[config.mk]
export PLATFORM = sky130hd
export DESIGN_NAME = fifo_sync_ctrl_flat
export DESIGN_NICKNAME = d
export VERILOG_FILES = /design/src/rtl/fifo_sync_ctrl_pkg.sv /design/src/rtl/fifo_sync_ctrl_if.sv /design/src/rtl/fifo_sync_ctrl_ptr.sv /design/src/rtl/fifo_sync_ctrl.sv /design/src/flat_wrapper.sv
export SDC_FILE = /design/constraint.sdc
export NUM_CORES = 1
export LEC_CHECK = 0
export BUFFER_PORTS_ARGS = -buffer_cell sky130_fd_sc_hd__buf_2
export CAP_MARGIN = 20
export CORE_ASPECT_RATIO = 0.75
export CORE_UTILIZATION = 40
export CTS_CLUSTER_DIAMETER = 80
export DETAILED_ROUTE_END_ITERATION = 6
export MAX_ROUTING_LAYER = met4
export PLACE_DENSITY = 0.75
export SLEW_MARGIN = 20
export SYNTH_ARGS = -nofsm -noshare
export SYNTH_HDL_FRONTEND = slang
export SYNTH_SLANG_ARGS = --single-unit
[constraint.sdc]
create_clock -name i_clk -period 2.6 [get_ports i_clk]
set_clock_uncertainty 0.15 [all_clocks]
set_input_delay 0.26 -clock i_clk [delete_from_list [all_inputs] [get_ports i_clk]]
set_output_delay 0.26 -clock i_clk [all_outputs]
set_load 0.02 [all_outputs]
[src/rtl/fifo_sync_ctrl_pkg.sv]
// Shared definitions for the synchronous FIFO controller: default sizes,
// depth formula and output-stage state encoding.
package fifo_pkg;

  localparam int DEF_DATA_WIDTH = 8;
  localparam int DEF_ADDR_WIDTH = 5;
  localparam int DEPTH          = 2 ** DEF_ADDR_WIDTH;

  typedef enum logic {
    OUT_EMPTY = 1'b0,
    OUT_VALID = 1'b1
  } out_state_t;

endpackage

[src/rtl/fifo_sync_ctrl_if.sv]
// Producer/consumer handshake bundle; signal names are seen from the controller,
// so the controller uses the slave modport and the traffic source uses master.
interface fifo_sync_ctrl_if
  import fifo_pkg::*;
#(
  parameter int DATA_WIDTH = DEF_DATA_WIDTH
);

  logic                  i_wr_valid;
  logic [DATA_WIDTH-1:0] i_wr_data;
  logic                  o_wr_ready;
  logic                  o_rd_valid;
  logic [DATA_WIDTH-1:0] o_rd_data;
  logic                  i_rd_ready;

  modport master (
    output i_wr_valid, i_wr_data, i_rd_ready,
    input  o_wr_ready, o_rd_valid, o_rd_data
  );

  modport slave (
    input  i_wr_valid, i_wr_data, i_rd_ready,
    output o_wr_ready, o_rd_valid, o_rd_data
  );

endinterface

[src/rtl/fifo_sync_ctrl_ptr.sv]
// Wrap-bit FIFO pointer: ADDR_WIDTH address bits plus one lap bit, with
// increment and synchronous clear.
module fifo_ptr
  import fifo_pkg::*;
#(
  parameter int ADDR_WIDTH = DEF_ADDR_WIDTH
) (
  input  logic                i_clk,
  input  logic                i_rst,
  input  logic                i_clr,
  input  logic                i_inc,
  output logic [ADDR_WIDTH:0] o_ptr
);

  always_ff @(posedge i_clk) begin
    if (i_rst || i_clr) begin
      o_ptr <= '0;
    end else if (i_inc) begin
      o_ptr <= o_ptr + (ADDR_WIDTH + 1)'(1);
    end
  end

endmodule

[src/rtl/fifo_sync_ctrl.sv]
// Single-clock FIFO controller: owns pointers, status and both handshakes,
// plus a one-entry registered output stage fed from the external memory.
module fifo_sync_ctrl
  import fifo_pkg::*;
#(
  parameter int DATA_WIDTH = DEF_DATA_WIDTH,
  parameter int ADDR_WIDTH = DEF_ADDR_WIDTH,
  parameter int AFULL_THR  = 28
) (
  input  logic                  i_clk,
  input  logic                  i_rst,
  input  logic                  i_flush,
  fifo_sync_ctrl_if.slave       bus,
  output logic                  o_mem_w_inc,
  output logic                  o_mem_w_full,
  output logic [DATA_WIDTH-1:0] o_mem_wr_data,
  output logic [ADDR_WIDTH-1:0] o_mem_wr_addr,
  output logic [ADDR_WIDTH-1:0] o_mem_rd_addr,
  input  logic [DATA_WIDTH-1:0] i_mem_rd_data,
  output logic [ADDR_WIDTH:0]   o_count,
  output logic                  o_full,
  output logic                  o_empty,
  output logic                  o_almost_full
);

  localparam logic [ADDR_WIDTH:0] AFULL_VAL = AFULL_THR[ADDR_WIDTH:0];

  logic [ADDR_WIDTH:0]   wr_ptr;
  logic [ADDR_WIDTH:0]   rd_ptr;
  logic                  push;
  logic                  load;
  out_state_t            state_q;
  out_state_t            state_d;
  logic [DATA_WIDTH-1:0] rd_data_q;

  fifo_ptr #(.ADDR_WIDTH(ADDR_WIDTH)) u_wr_ptr (
    .i_clk (i_clk),
    .i_rst (i_rst),
    .i_clr (i_flush),
    .i_inc (push),
    .o_ptr (wr_ptr)
  );

  fifo_ptr #(.ADDR_WIDTH(ADDR_WIDTH)) u_rd_ptr (
    .i_clk (i_clk),
    .i_rst (i_rst),
    .i_clr (i_flush),
    .i_inc (load),
    .o_ptr (rd_ptr)
  );

  // Status comes only from the registered pointers; the difference of the
  // lap-extended pointers is exactly the number of entries in memory.
  assign o_full        = (wr_ptr[ADDR_WIDTH] != rd_ptr[ADDR_WIDTH]) &&
                         (wr_ptr[ADDR_WIDTH-1:0] == rd_ptr[ADDR_WIDTH-1:0]);
  assign o_empty       = (wr_ptr == rd_ptr);
  assign o_count       = wr_ptr - rd_ptr;
  assign o_almost_full = (o_count >= AFULL_VAL);

  assign bus.o_wr_ready = ~o_full;
  assign push = bus.i_wr_valid & ~o_full & ~i_flush;
  assign load = ~o_empty & ((state_q == OUT_EMPTY) | bus.i_rd_ready) & ~i_flush;

  assign o_mem_w_inc   = push;
  assign o_mem_w_full  = o_full;
  assign o_mem_wr_data = bus.i_wr_data;
  assign o_mem_wr_addr = wr_ptr[ADDR_WIDTH-1:0];
  assign o_mem_rd_addr = rd_ptr[ADDR_WIDTH-1:0];

  always_ff @(posedge i_clk) begin
    if (i_rst) begin
      state_q <= OUT_EMPTY;
    end else begin
      state_q <= state_d;
    end
  end

  always_comb begin
    state_d = state_q;
    if (i_flush) begin
      state_d = OUT_EMPTY;
    end else if (load) begin
      state_d = OUT_VALID;
    end else if ((state_q == OUT_VALID) && bus.i_rd_ready) begin
      state_d = OUT_EMPTY;
    end
  end

  always_comb begin
    bus.o_rd_valid = (state_q == OUT_VALID);
  end

  // Flush only invalidates the stage; the payload register is cleared by reset alone.
  always_ff @(posedge i_clk) begin
    if (i_rst) begin
      rd_data_q <= '0;
    end else if (load) begin
      rd_data_q <= i_mem_rd_data;
    end
  end

  assign bus.o_rd_data = rd_data_q;

endmodule

[src/flat_wrapper.sv]
// flat-port wrapper written by rule: the top's interface ports become plain ports
module fifo_sync_ctrl_flat import fifo_pkg::*;
#(
  parameter int DATA_WIDTH = DEF_DATA_WIDTH,
  parameter int ADDR_WIDTH = DEF_ADDR_WIDTH,
  parameter int AFULL_THR  = 28
)
  (i_clk, i_rst, i_flush, o_mem_w_inc, o_mem_w_full, o_mem_wr_data, o_mem_wr_addr, o_mem_rd_addr, i_mem_rd_data, o_count, o_full, o_empty, o_almost_full, bus_i_wr_valid, bus_i_wr_data, bus_i_rd_ready, bus_o_wr_ready, bus_o_rd_valid, bus_o_rd_data);
  fifo_sync_ctrl_if #(.DATA_WIDTH(DATA_WIDTH)) bus_i ();
  input  logic i_clk;
  input  logic i_rst;
  input  logic i_flush;
  output logic o_mem_w_inc;
  output logic o_mem_w_full;
  output logic [DATA_WIDTH-1:0] o_mem_wr_data;
  output logic [ADDR_WIDTH-1:0] o_mem_wr_addr;
  output logic [ADDR_WIDTH-1:0] o_mem_rd_addr;
  input  logic [DATA_WIDTH-1:0] i_mem_rd_data;
  output logic [ADDR_WIDTH:0] o_count;
  output logic o_full;
  output logic o_empty;
  output logic o_almost_full;
  input wire logic [$bits(bus_i.i_wr_valid)-1:0] bus_i_wr_valid;
  input wire logic [$bits(bus_i.i_wr_data)-1:0] bus_i_wr_data;
  input wire logic [$bits(bus_i.i_rd_ready)-1:0] bus_i_rd_ready;
  output wire logic [$bits(bus_i.o_wr_ready)-1:0] bus_o_wr_ready;
  output wire logic [$bits(bus_i.o_rd_valid)-1:0] bus_o_rd_valid;
  output wire logic [$bits(bus_i.o_rd_data)-1:0] bus_o_rd_data;
  assign bus_i.i_wr_valid = bus_i_wr_valid;
  assign bus_i.i_wr_data = bus_i_wr_data;
  assign bus_i.i_rd_ready = bus_i_rd_ready;
  assign bus_o_wr_ready = bus_i.o_wr_ready;
  assign bus_o_rd_valid = bus_i.o_rd_valid;
  assign bus_o_rd_data = bus_i.o_rd_data;
  fifo_sync_ctrl #(.DATA_WIDTH(DATA_WIDTH), .ADDR_WIDTH(ADDR_WIDTH), .AFULL_THR(AFULL_THR)) u_core (.i_clk(i_clk), .i_rst(i_rst), .i_flush(i_flush), .bus(bus_i), .o_mem_w_inc(o_mem_w_inc), .o_mem_w_full(o_mem_w_full), .o_mem_wr_data(o_mem_wr_data), .o_mem_wr_addr(o_mem_wr_addr), .o_mem_rd_addr(o_mem_rd_addr), .i_mem_rd_data(i_mem_rd_data), .o_count(o_count), .o_full(o_full), .o_empty(o_empty), .o_almost_full(o_almost_full));
endmodule
==> metrics.txt <==
Max Freq=0.400 GHz; initial antenna violation count=0; clock transition at the registers of the reported paths=0.07 ns; Vias/cell=5.20; H-tree depth=1; Tot GR Track Use=16.5%; Hold Buf Count CTS=0; post-route cell area=1590 µm²; worst-path maximum fanout=5; predominant post-synthesis flop cell=dfxtp_1; Post-synth EDFFs=0; VDD IR max=250 µV; Port-buffer cells=43; startpoint types=flop; largest net degree at the start of global routing=15; final hold viol count=0; WL/cell=12.4 µm; die footprint=3660 µm²; Crit path required time=2.19 ns; Synth cell types=38; Root Driver=clkbuf_8; clock sinks=21; instance count on the critical path=8; Hold Crit Start=i_mem_rd_data[0]; Hold EP=u_core.bus.o_rd_data[0]; Final period util=96.2%; Least-Margin Pin Slew=0.524 ns; post-synthesis cell area=1370 µm²; most common cell after layout, fill and taps aside=buf_2; CP top delay family=adder cells; sequential fraction of the synthesis area=30.8%; CP endpoint kind=output port; hpwl dp=2.24 mm; DRC violation total after the first TritonRoute iteration=89; Slew HR=64.9%; final setup vio count=0; status=completed; register-to-register setup slack=0.26 ns; die width=69.5 µm; Syn Inst Count=175; Crit Path Class=reg -> out; RSZ-0062 raised after global routing=true; routed via count=1238; CP max stage delay=0.45 ns; layout cells sized above 1=33.0%; grt total ovfl=0; number of nets in the layout=230; core outline area=3080 µm²; max-cap viol count=0; final RePlAce weighted congestion=0.781; io pins=60; die height=52.6 µm; Routed Antenna Nets=0; drt first pass iters=4; Clk Latency, worst-skew pair=0.26 ns; Tmin final=2.50 ns; Synth-to-Final Area Change=16.1%; Final Slew Violations=0; routed wire length=2.96 mm; synthesized net count=204; DRC errors left=0; PwrDens=381 nW/µm²; most frequent cells in the layout=buf_2, nand2_1, a21oi_1, dfxtp_1, inv_1; vias in the first global route=1001; Hold Path Cell Cnt=3; Synth Area per Inst=7.81 µm²; CP Buf/Inv Count=2; Starting Density=44.3%; asr flop ratio synth=0%; Hold Slack=0.0819 ns; hold crit path type=in -> reg; final core utilization=51.4%; Antenna Cells=0; crit path cell chain=inv_4 -> ha_4 -> fa_2 -> nor4b_4 -> a31oi_1 -> a32o_1 -> nand3_1 -> buf_6; r2r startpoint=u_core.u_rd_ptr.o_ptr[1]; clock tree buffer depth=2; Pleak=0.729 nW; CTS Buf Count=3; CTS tree=built; Register-to-Register Path Depth=6; WP data arrival=2.09 ns; FF-to-FF End=u_core.u_rd_ptr.o_ptr[5]; dpl cell area=1480 µm²; Rows=17; Worst path slowest cell=fa_2; #FFs+latches synth=21; Warnings, synthesis=0; first-pass GRT wire length=4.67 mm
## cell usage after synthesis (2+ instances only)
master    number  area, µm²
o21ai_0        3       15.0
nand3_1        6       30.0
mux2i_1        2       20.0
buf_4         19        143
or3_1          2       12.5
or4_1          2       15.0
and2_1         2       12.5
nand2b_1       4       25.0
dfxtp_1       21        420
a21oi_1       19       95.1
inv_1         13       48.8
nor2_1         9       33.8
xnor2_1        5       43.8
a21o_1         2       15.0
o31ai_1        2       15.0
nand2_1       24       90.1
nand4_1        3       18.8
a31o_2         4       35.0
nor3_1         3       15.0
ha_1           7       87.6
a211oi_1       2       15.0
buf_2          2       10.0
clkbuf_1       4       15.0
## worst max-delay path by stage
| stage | slack, ns | start | to |
|---|---|---|---|
| final | 0.1 | u_core.u_wr_ptr.o_ptr[0] | o_almost_full |
| after global routing | -0.02 | u_core.u_wr_ptr.o_ptr[0] | o_almost_full |
| after CTS | 0.05 | u_core.u_wr_ptr.o_ptr[0] | o_almost_full |
| after detailed placement | 0.23 | u_core.u_wr_ptr.o_ptr[0] | o_almost_full |
| after global placement | 0.26 | u_core.u_wr_ptr.o_ptr[0] | o_almost_full |
| after floorplan | 0.09 | u_core.u_wr_ptr.o_ptr[0] | o_almost_full |
## registers in the layout, summed over array words and instances, names as in the netlist
register / count
u_core.bus.o_rd_valid: 1
u_core.bus.o_rd_data: 8
u_core.u_rd_ptr.o_ptr: 6
u_core.u_wr_ptr.o_ptr: 6
## cells by family (layout without fill, tap and decap cells)
group           Yosys count  in the layout  synth area share, %
simple gates             62             62                 22.3
buf+inv                  39             64                 16.1
compound gates           37             37                 17.6
flops                    21             21                 30.8
fa+ha+maj                 8              8                 7.88
xor+xnor                  6              6                 3.85
mux                       2              2                 1.47
## where the power goes
part	total, mW	leakage, nW	internal, mW	switching, mW
Combinational	0.0670	0.533	0.0271	0.0398
Clock	0.210	0.0255	0.107	0.103
Sequential	0.328	0.171	0.325	0.00311
Total	0.605	0.729	0.459	0.146
## through the flow
stage	setup WS (ns)	total power, mW	instances	TNS, ns
finish	0.0986	0.605	238	0
global route	-0.0222	0.631	238	-0.0222
CTS	0.0549	0.609	237	0
detailed placement	0.226	0.400	233	0
global placement	0.263	0.399	233	0
floorplan	0.0916	0.394	175	0
## metal layers
metal	vias to the layer above	GRT usage (%)	wire [µm]
li1	633	-	-
met1	568	23.7	1520
met2	33	23.0	1260
met3	4	4.23	161
met4	0	3.40	19
met5	-	-	0
## what timing repair did
action / in CTS / in global routing
buffers inserted: 0 / 1
endpoints found under the setup margin: 1 / 2
gates resized for setup: 2 / 13
pin swaps: 0 / 3
endpoints found under the hold margin: 0 / 0
## worst register-to-register path, stage by stage (launching register included)
cell     delay, ns
dfxtp_1       0.47
inv_1         0.08
ha_1          0.31
and4_1        0.27
a311o_1       0.36
or4_1         0.50
a21oi_1       0.14
## area by class of cell
type                    count  area [µm²]
fillers                   313        1500
clock buffers               3        41.3
flip-flops and latches     21         425
inverters                  14        55.1
well taps                  38        47.5
multi-input cells         115         768
clock inverters             1        5.00
repair buffers             46         244
(Power assumes the default switching activity.)
